## config.mk

```make
export PLATFORM = sky130hd
export DESIGN_NAME = vertex_update_accum
export DESIGN_NICKNAME = d
export VERILOG_FILES = /design/src/rtl/vertex_update_accum_pkg.sv /design/src/rtl/vu_combine.sv /design/src/rtl/vertex_update_accum.sv
export SDC_FILE = /design/constraint.sdc
export NUM_CORES = 1
export LEC_CHECK = 0
export CAP_MARGIN = 25
export CELL_PAD_IN_SITES_DETAIL_PLACEMENT = 1
export CELL_PAD_IN_SITES_GLOBAL_PLACEMENT = 2
export CORE_MARGIN = 5
export CORE_UTILIZATION = 31
export CTS_BUF_LIST = sky130_fd_sc_hd__clkbuf_16
export DETAILED_ROUTE_END_ITERATION = 7
export PLACE_DENSITY_LB_ADDON = 0.1
export RECOVER_POWER = 100
export SYNTH_ARGS = -nofsm -noshare
export SYNTH_HDL_FRONTEND = slang
export SYNTH_SLANG_ARGS = --single-unit
```

## constraint.sdc

```tcl
create_clock -name clk -period 6.46 [get_ports clk]
set_input_delay 0.969 -clock clk [delete_from_list [all_inputs] [get_ports clk]]
set_output_delay 0.969 -clock clk [all_outputs]
set_load 0.005 [all_outputs]
```

## src/rtl/vertex_update_accum_pkg.sv

```systemverilog
// Shared types for the vertex update accumulator: controller states,
// combine-operator encoding and the initialisation fill value.
package vertex_update_accum_pkg;

  typedef enum logic [1:0] {
    ST_IDLE  = 2'd0,
    ST_CLEAR = 2'd1,
    ST_RUN   = 2'd2,
    ST_DRAIN = 2'd3
  } state_e;

  typedef enum logic {
    OP_ADD = 1'b0,
    OP_MIN = 1'b1
  } op_e;

  // Every bit of the INIT word is the same, so callers replicate this bit to
  // any data width: 0 is the ADD identity, all-ones is the MIN identity.
  function automatic logic init_bit(op_e op);
    return (op == OP_MIN);
  endfunction

endpackage

```

## src/rtl/vu_combine.sv

```systemverilog
// Operator ALU: folds an update value into the current vertex value.
module vu_combine
  import vertex_update_accum_pkg::*;
#(
  parameter int DATA_W = 32
) (
  input  logic              op,
  input  logic [DATA_W-1:0] operand,
  input  logic [DATA_W-1:0] upd,
  output logic [DATA_W-1:0] result
);

  // ADD wraps modulo 2**DATA_W; MIN is an unsigned compare.
  always_comb begin
    result = operand + upd;
    if (op_e'(op) == OP_MIN) begin
      result = (upd < operand) ? upd : operand;
    end
  end

endmodule

```

## src/rtl/vertex_update_accum.sv

```systemverilog
// Vertex update accumulator: sweeps an external RAM to the operator identity,
// then applies a stream of (address, value) updates as read-modify-write with
// a one-deep forwarding path so same-address updates run at full rate.
module vertex_update_accum
  import vertex_update_accum_pkg::*;
#(
  parameter int DATA_W = 32,
  parameter int ADDR_W = 10
) (
  input  logic              clk,
  input  logic              rst_n,
  input  logic              clear_start,
  input  logic              op_sel,
  input  logic              stop,
  input  logic              upd_valid,
  output logic              upd_ready,
  input  logic [ADDR_W-1:0] upd_addr,
  input  logic [DATA_W-1:0] upd_data,
  output logic              ram_en,
  output logic [ADDR_W-1:0] ram_r_addr,
  output logic [ADDR_W-1:0] ram_w_addr,
  output logic              ram_w_en,
  output logic [DATA_W-1:0] ram_din,
  input  logic [DATA_W-1:0] ram_dout,
  output logic              clear_done,
  output logic              drain_done,
  output logic              busy,
  output logic [31:0]       upd_count
);

  // Control state
  state_e              state_q, state_d;
  op_e                 op_q, op_d;
  logic [ADDR_W-1:0]   sweep_q, sweep_d;
  logic                s2_valid_q, s2_valid_d;
  logic                pw_valid_q, pw_valid_d;
  logic [31:0]         upd_count_q, upd_count_d;
  logic                clear_done_q, clear_done_d;
  logic                drain_done_q, drain_done_d;

  // Datapath registers: write stage and the previous-cycle write for forwarding
  logic [ADDR_W-1:0]   s2_addr_q, s2_addr_d;
  logic [DATA_W-1:0]   s2_data_q, s2_data_d;
  logic [ADDR_W-1:0]   pw_addr_q, pw_addr_d;
  logic [DATA_W-1:0]   pw_data_q, pw_data_d;

  logic                accept;
  logic                wr_clear;
  logic                wr_any;
  logic [DATA_W-1:0]   operand;
  logic [DATA_W-1:0]   combine_result;
  logic [DATA_W-1:0]   init_value;

  assign upd_ready  = (state_q == ST_RUN);
  assign accept     = upd_valid && upd_ready;
  assign wr_clear   = (state_q == ST_CLEAR);
  assign init_value = {DATA_W{init_bit(op_q)}};

  // The RAM read issued last cycle cannot see the write committed on the same
  // edge (read-before-write), so a same-address write from the previous cycle
  // is forwarded instead.
  assign operand = (pw_valid_q && (pw_addr_q == s2_addr_q)) ? pw_data_q : ram_dout;

  vu_combine #(
    .DATA_W (DATA_W)
  ) u_combine (
    .op      (op_q),
    .operand (operand),
    .upd     (s2_data_q),
    .result  (combine_result)
  );

  // Next-state and register-input logic for the controller and pipeline.
  always_comb begin
    // NOTE: every signal gets a default first so no path leaves it unassigned,
    // which would otherwise infer a latch.
    state_d      = state_q;
    op_d         = op_q;
    sweep_d      = sweep_q;
    s2_valid_d   = 1'b0;
    s2_addr_d    = upd_addr;
    s2_data_d    = upd_data;
    pw_valid_d   = s2_valid_q;
    pw_addr_d    = s2_addr_q;
    pw_data_d    = combine_result;
    upd_count_d  = upd_count_q + 32'(s2_valid_q);
    clear_done_d = 1'b0;
    drain_done_d = 1'b0;

    case (state_q)
      ST_IDLE: begin
        if (clear_start) begin
          state_d     = ST_CLEAR;
          op_d        = op_e'(op_sel);
          sweep_d     = '0;
          upd_count_d = '0;
        end
      end
      ST_CLEAR: begin
        sweep_d = sweep_q + 1'b1;
        if (sweep_q == '1) begin
          state_d      = ST_RUN;
          clear_done_d = 1'b1;
        end
      end
      ST_RUN: begin
        s2_valid_d = accept;
        if (stop) begin
          state_d = ST_DRAIN;
        end
      end
      ST_DRAIN: begin
        // Any update still in the write stage is written during this cycle,
        // so the pipeline is empty by the next edge.
        state_d      = ST_IDLE;
        drain_done_d = 1'b1;
      end
      default: begin
        state_d = ST_IDLE;
      end
    endcase
  end

  // Control registers with synchronous active-low reset.
  always_ff @(posedge clk) begin
    // NOTE: sequential state uses non-blocking assignments so every flop
    // samples the pre-edge values regardless of statement order.
    if (!rst_n) begin
      state_q      <= ST_IDLE;
      op_q         <= OP_ADD;
      sweep_q      <= '0;
      s2_valid_q   <= 1'b0;
      pw_valid_q   <= 1'b0;
      upd_count_q  <= '0;
      clear_done_q <= 1'b0;
      drain_done_q <= 1'b0;
    end else begin
      state_q      <= state_d;
      op_q         <= op_d;
      sweep_q      <= sweep_d;
      s2_valid_q   <= s2_valid_d;
      pw_valid_q   <= pw_valid_d;
      upd_count_q  <= upd_count_d;
      clear_done_q <= clear_done_d;
      drain_done_q <= drain_done_d;
    end
  end

  // Address/data pipeline registers.
  always_ff @(posedge clk) begin
    // NOTE: these carry no reset; they are only consumed when the matching
    // valid flag (which is reset) is set, so resetting them buys nothing.
    s2_addr_q <= s2_addr_d;
    s2_data_q <= s2_data_d;
    pw_addr_q <= pw_addr_d;
    pw_data_q <= pw_data_d;
  end

  // RAM port drive; writes are squashed while reset is asserted so an
  // in-flight update or sweep write never lands on the reset edge.
  always_comb begin
    wr_any     = wr_clear || s2_valid_q;
    ram_en     = rst_n && (state_q != ST_IDLE);
    ram_w_en   = rst_n && wr_any;
    ram_r_addr = accept ? upd_addr : '0;
    ram_w_addr = '0;
    ram_din    = '0;
    if (ram_w_en) begin
      ram_w_addr = wr_clear ? sweep_q : s2_addr_q;
      ram_din    = wr_clear ? init_value : combine_result;
    end
  end

  assign clear_done = clear_done_q;
  assign drain_done = drain_done_q;
  assign busy       = (state_q != ST_IDLE);
  assign upd_count  = upd_count_q;

endmodule
```

==> out/metrics.cfg <==
[timing]
hold_violations = 0
finalSetupViolCount = 0
clock-skew-final_ps = 15.02
fmaxAchievable_ghz = 0.1640
final.period_utilization = 0.9438
setup_slack_ps = 363.1
rsz0062_at_grt = false
worstMarginPinSlew_ps = 1770
slew_headroom = -0.1801
tns_ps = 0
finalCriticalPeriod_ps = 6097
slew_viol_final = 32

[synthesis]
ys.flop_type = dfxtp_1
synthCells = 927
avgSynthCellArea_um2 = 8.725
synth_fa_ha_area_frac = 0.1139
muxShareOfSynthArea = 0.1312
synth_simple_gate_area_frac = 0.1570
synth-async-reset-ratio = 0
ys_warn_count = 0
ys_ff_latch = 133
synth_xor_area_frac = 0.07580
synth_area_mm2 = 0.008088
synth_cell_types = 62
syn-num-nets = 1080
yosysSeqAreaShare = 0.3292
synth_compound_area_frac = 0.1460
synth_top_area_frac = 0.3292
synth.area.top_cells = dfxtp_1 (33%), ha_1 (11%), mux2i_1 (8.7%), nor2_1 (4.5%), mux2_2 (4.5%)
synth_top_family_by_area = simple AND/OR/NAND/NOR gates
synth_edf_count = 0
yosysTopAreaCell = dfxtp_1

[power]
p_int_mw = 1.950
power.total_mw = 2.924
power_switching_share = 0.3332
power.density_mw_per_mm2 = 270.8
comb_power_share = 0.301
p_switching_uw = 974.3
vdd_drop_max_uv = 132.8
seqPwrFrac = 0.325
p_leak_nw = 4.743
p_clk_frac = 0.373

[worst_hold_path]
whs_endpoint = pw_addr_q[6]
hp-start = pw_addr_d[6]
hold-path-cell-count = 0
min_path_type = reg -> reg

[global_route]
grt_pass1_vias = 7399
grt_max_degree = 41
grt_overflow = 0
antenna_found_initial = 1
grt_pass1_wl_um = 40520
track_usage = 0.1747

[critical_path]
r2r-end = pw_data_q[30]
critPathKind = reg -> out
regToRegStartpoint = pw_addr_d[5]
worstSetupEndpointType = primary output
critPathRequiredTime_ps = 5490
r2r_slack_ps = 2220
cp-start-kind = register
reg2regPathDepth = 17
crit_fanout = 16
critPathArrivalTime_ps = 5130

[die]
fp.dieH_um = 171.5
start_util = 0.3121
io_pins = 170
core.rowCount = 59
dieWidth_um = 171.5
dieArea_mm2 = 0.02942
core_area_mm2 = 0.02591

[placement]
dp_hpwl_um = 18980
dp.cells = 1396
preCtsSetupSlack_ps = 573.7
port_buffers = 169
place_congestion = 0.8234

[cts]
cts_tree = built
worstSkewPairLatency_ps = 430
htree_levels = 4
clk_path_buf_depth = 2
cts-root-buf = clkbuf_16
cts_made_buffers = 17
clock_sinks = 133
holdBufCountCts = 0
cts.clk_slew.worst_paths_ps = 70

[finish]
drive_gt1_frac = 0.07032
syn_to_final_growth_pct = 33.49
final_util = 0.4167
n_fill_cell = 2976
instances_no_fill = 1431
nNetsFinal = 1235

[routing]
drtIter0Drc = 290
vias = 7076
via_per_inst = 4.945
drc = 0
ant_nets = 0
wl_um = 25680
wl_per_cell_um = 17.94
firstDrtPassIters = 4

[run_status]
violations = capacitance limit, slew limit
status = complete, but fails checks

[run]
cap_violations = 1

==> power by group through the flow <==
stage                     logic [mW]  registers [mW]  clock network (mW)
after floorplan                0.547           0.956                   0
after global placement         0.914           0.967                   0
after detailed placement       0.926           0.971                   0
after CTS                      0.933           0.952                1.13
after global routing           0.977           0.962                1.16
final                          0.882           0.951                1.09
==> state kept, by name (all words and copies together), names as in the netlist <==
signal      flops
pw_addr_d      10
sweep_q        10
op_q            1
upd_count      32
state_q         2
clear_done      1
s2_data_q      32
pw_valid_d      1
pw_data_q      32
drain_done      1
pw_addr_q      10
pw_valid_q      1
==> routing by layer <==
metal  vias to the layer above  track usage  routed length, um
met5                         -            0                  0
met2                       122       0.2890              11860
li1                       3544            -                  -
met1                      3390       0.2352              12460
met3                        20      0.03608                997
met4                         0      0.03996                361
==> stage by stage <==
stage	hold WS, ps	area, um2
finish	386.3	10800
global route	403.6	10800
CTS	388.7	10800
detailed placement	378.9	10150
global placement	377.8	10130
floorplan	362.6	8088
==> synthesized netlist by cell type, types with 20 or more instances <==
| master | instances |
|---|---|
| nor2_1 | 98 |
| a21oi_1 | 71 |
| inv_1 | 49 |
| xor2_1 | 39 |
| o21ai_0 | 46 |
| mux2_2 | 32 |
| mux2i_1 | 70 |
| nand2_1 | 43 |
| and3_1 | 20 |
| dfxtp_1 | 133 |
| ha_1 | 72 |
| nand3_1 | 21 |
| clkbuf_1 | 35 |
| xnor2_1 | 31 |
==> worst max-delay path, cell delays in order, from the launching register on <==
cell,delay [ps]
dfxtp_1,410
xnor2_1,140
nand4_1,140
nor3_4,260
buf_12,210
mux2_2,390
ha_1,320
a211oi_1,260
o21ai_1,180
o21ai_1,250
a31oi_1,160
o41ai_1,630
xor2_1,190
nor3_1,220
o21ai_0,100
a21oi_1,260
clkdlybuf4s50_1,560
==> layout make-up <==
class | count | area [um2] | area share
timing repair buffer | 182 | 1817 | 0.1683
tap | 335 | 419.2 | 0.03882
clock buffer | 17 | 425.4 | 0.03940
clock inverter | 15 | 216.5 | 0.02005
sequential | 133 | 2664 | 0.2467
multi-input combinational | 698 | 5065 | 0.4691
antenna | 1 | 2.502 | 0.0002318
inverter | 50 | 187.7 | 0.01738
==> cell usage in the layout (no fill, tap or decap), types with 28 or more instances in the layout <==
| master | netlist | routed |
|---|---|---|
| xnor2_1 | 31 | 31 |
| a21oi_1 | 71 | 71 |
| mux2i_1 | 70 | 70 |
| o21ai_0 | 46 | 48 |
| dfxtp_1 | 133 | 132 |
| inv_1 | 49 | 50 |
| mux2_2 | 32 | 28 |
| ha_1 | 72 | 71 |
| dlygate4sd3_1 | 0 | 123 |
| xor2_1 | 39 | 39 |
| nor2_1 | 98 | 98 |
| clkdlybuf4s50_1 | 0 | 46 |
| nand2_1 | 43 | 43 |
==> cell families after synthesis <==
family | count (synthesis)
and+or+nand+nor | 261
AOI/OAI and AO/OA | 192
DFF | 133
muxes | 102
buffers and inverters | 96
adders and majority gates | 73
xor gates and xnor gates | 70
==> worst max path at each step <==
stage	cells after the start	from	endpoint
floorplan	17	pw_addr_d[9]	ram_din[30]
global placement	15	ram_dout[0]	ram_din[30]
detailed placement	15	ram_dout[0]	ram_din[30]
CTS	18	pw_addr_d[7]	ram_din[30]
global route	17	pw_addr_d[3]	ram_din[19]
finish	16	pw_addr_d[5]	ram_din[19]
==> what timing repair did <==
action	CTS	global route
setup buffers	0	1
gates resized for setup	0	0
endpoints found under the setup margin	0	4
No activity file was read; power rests on OpenSTA's default activity.
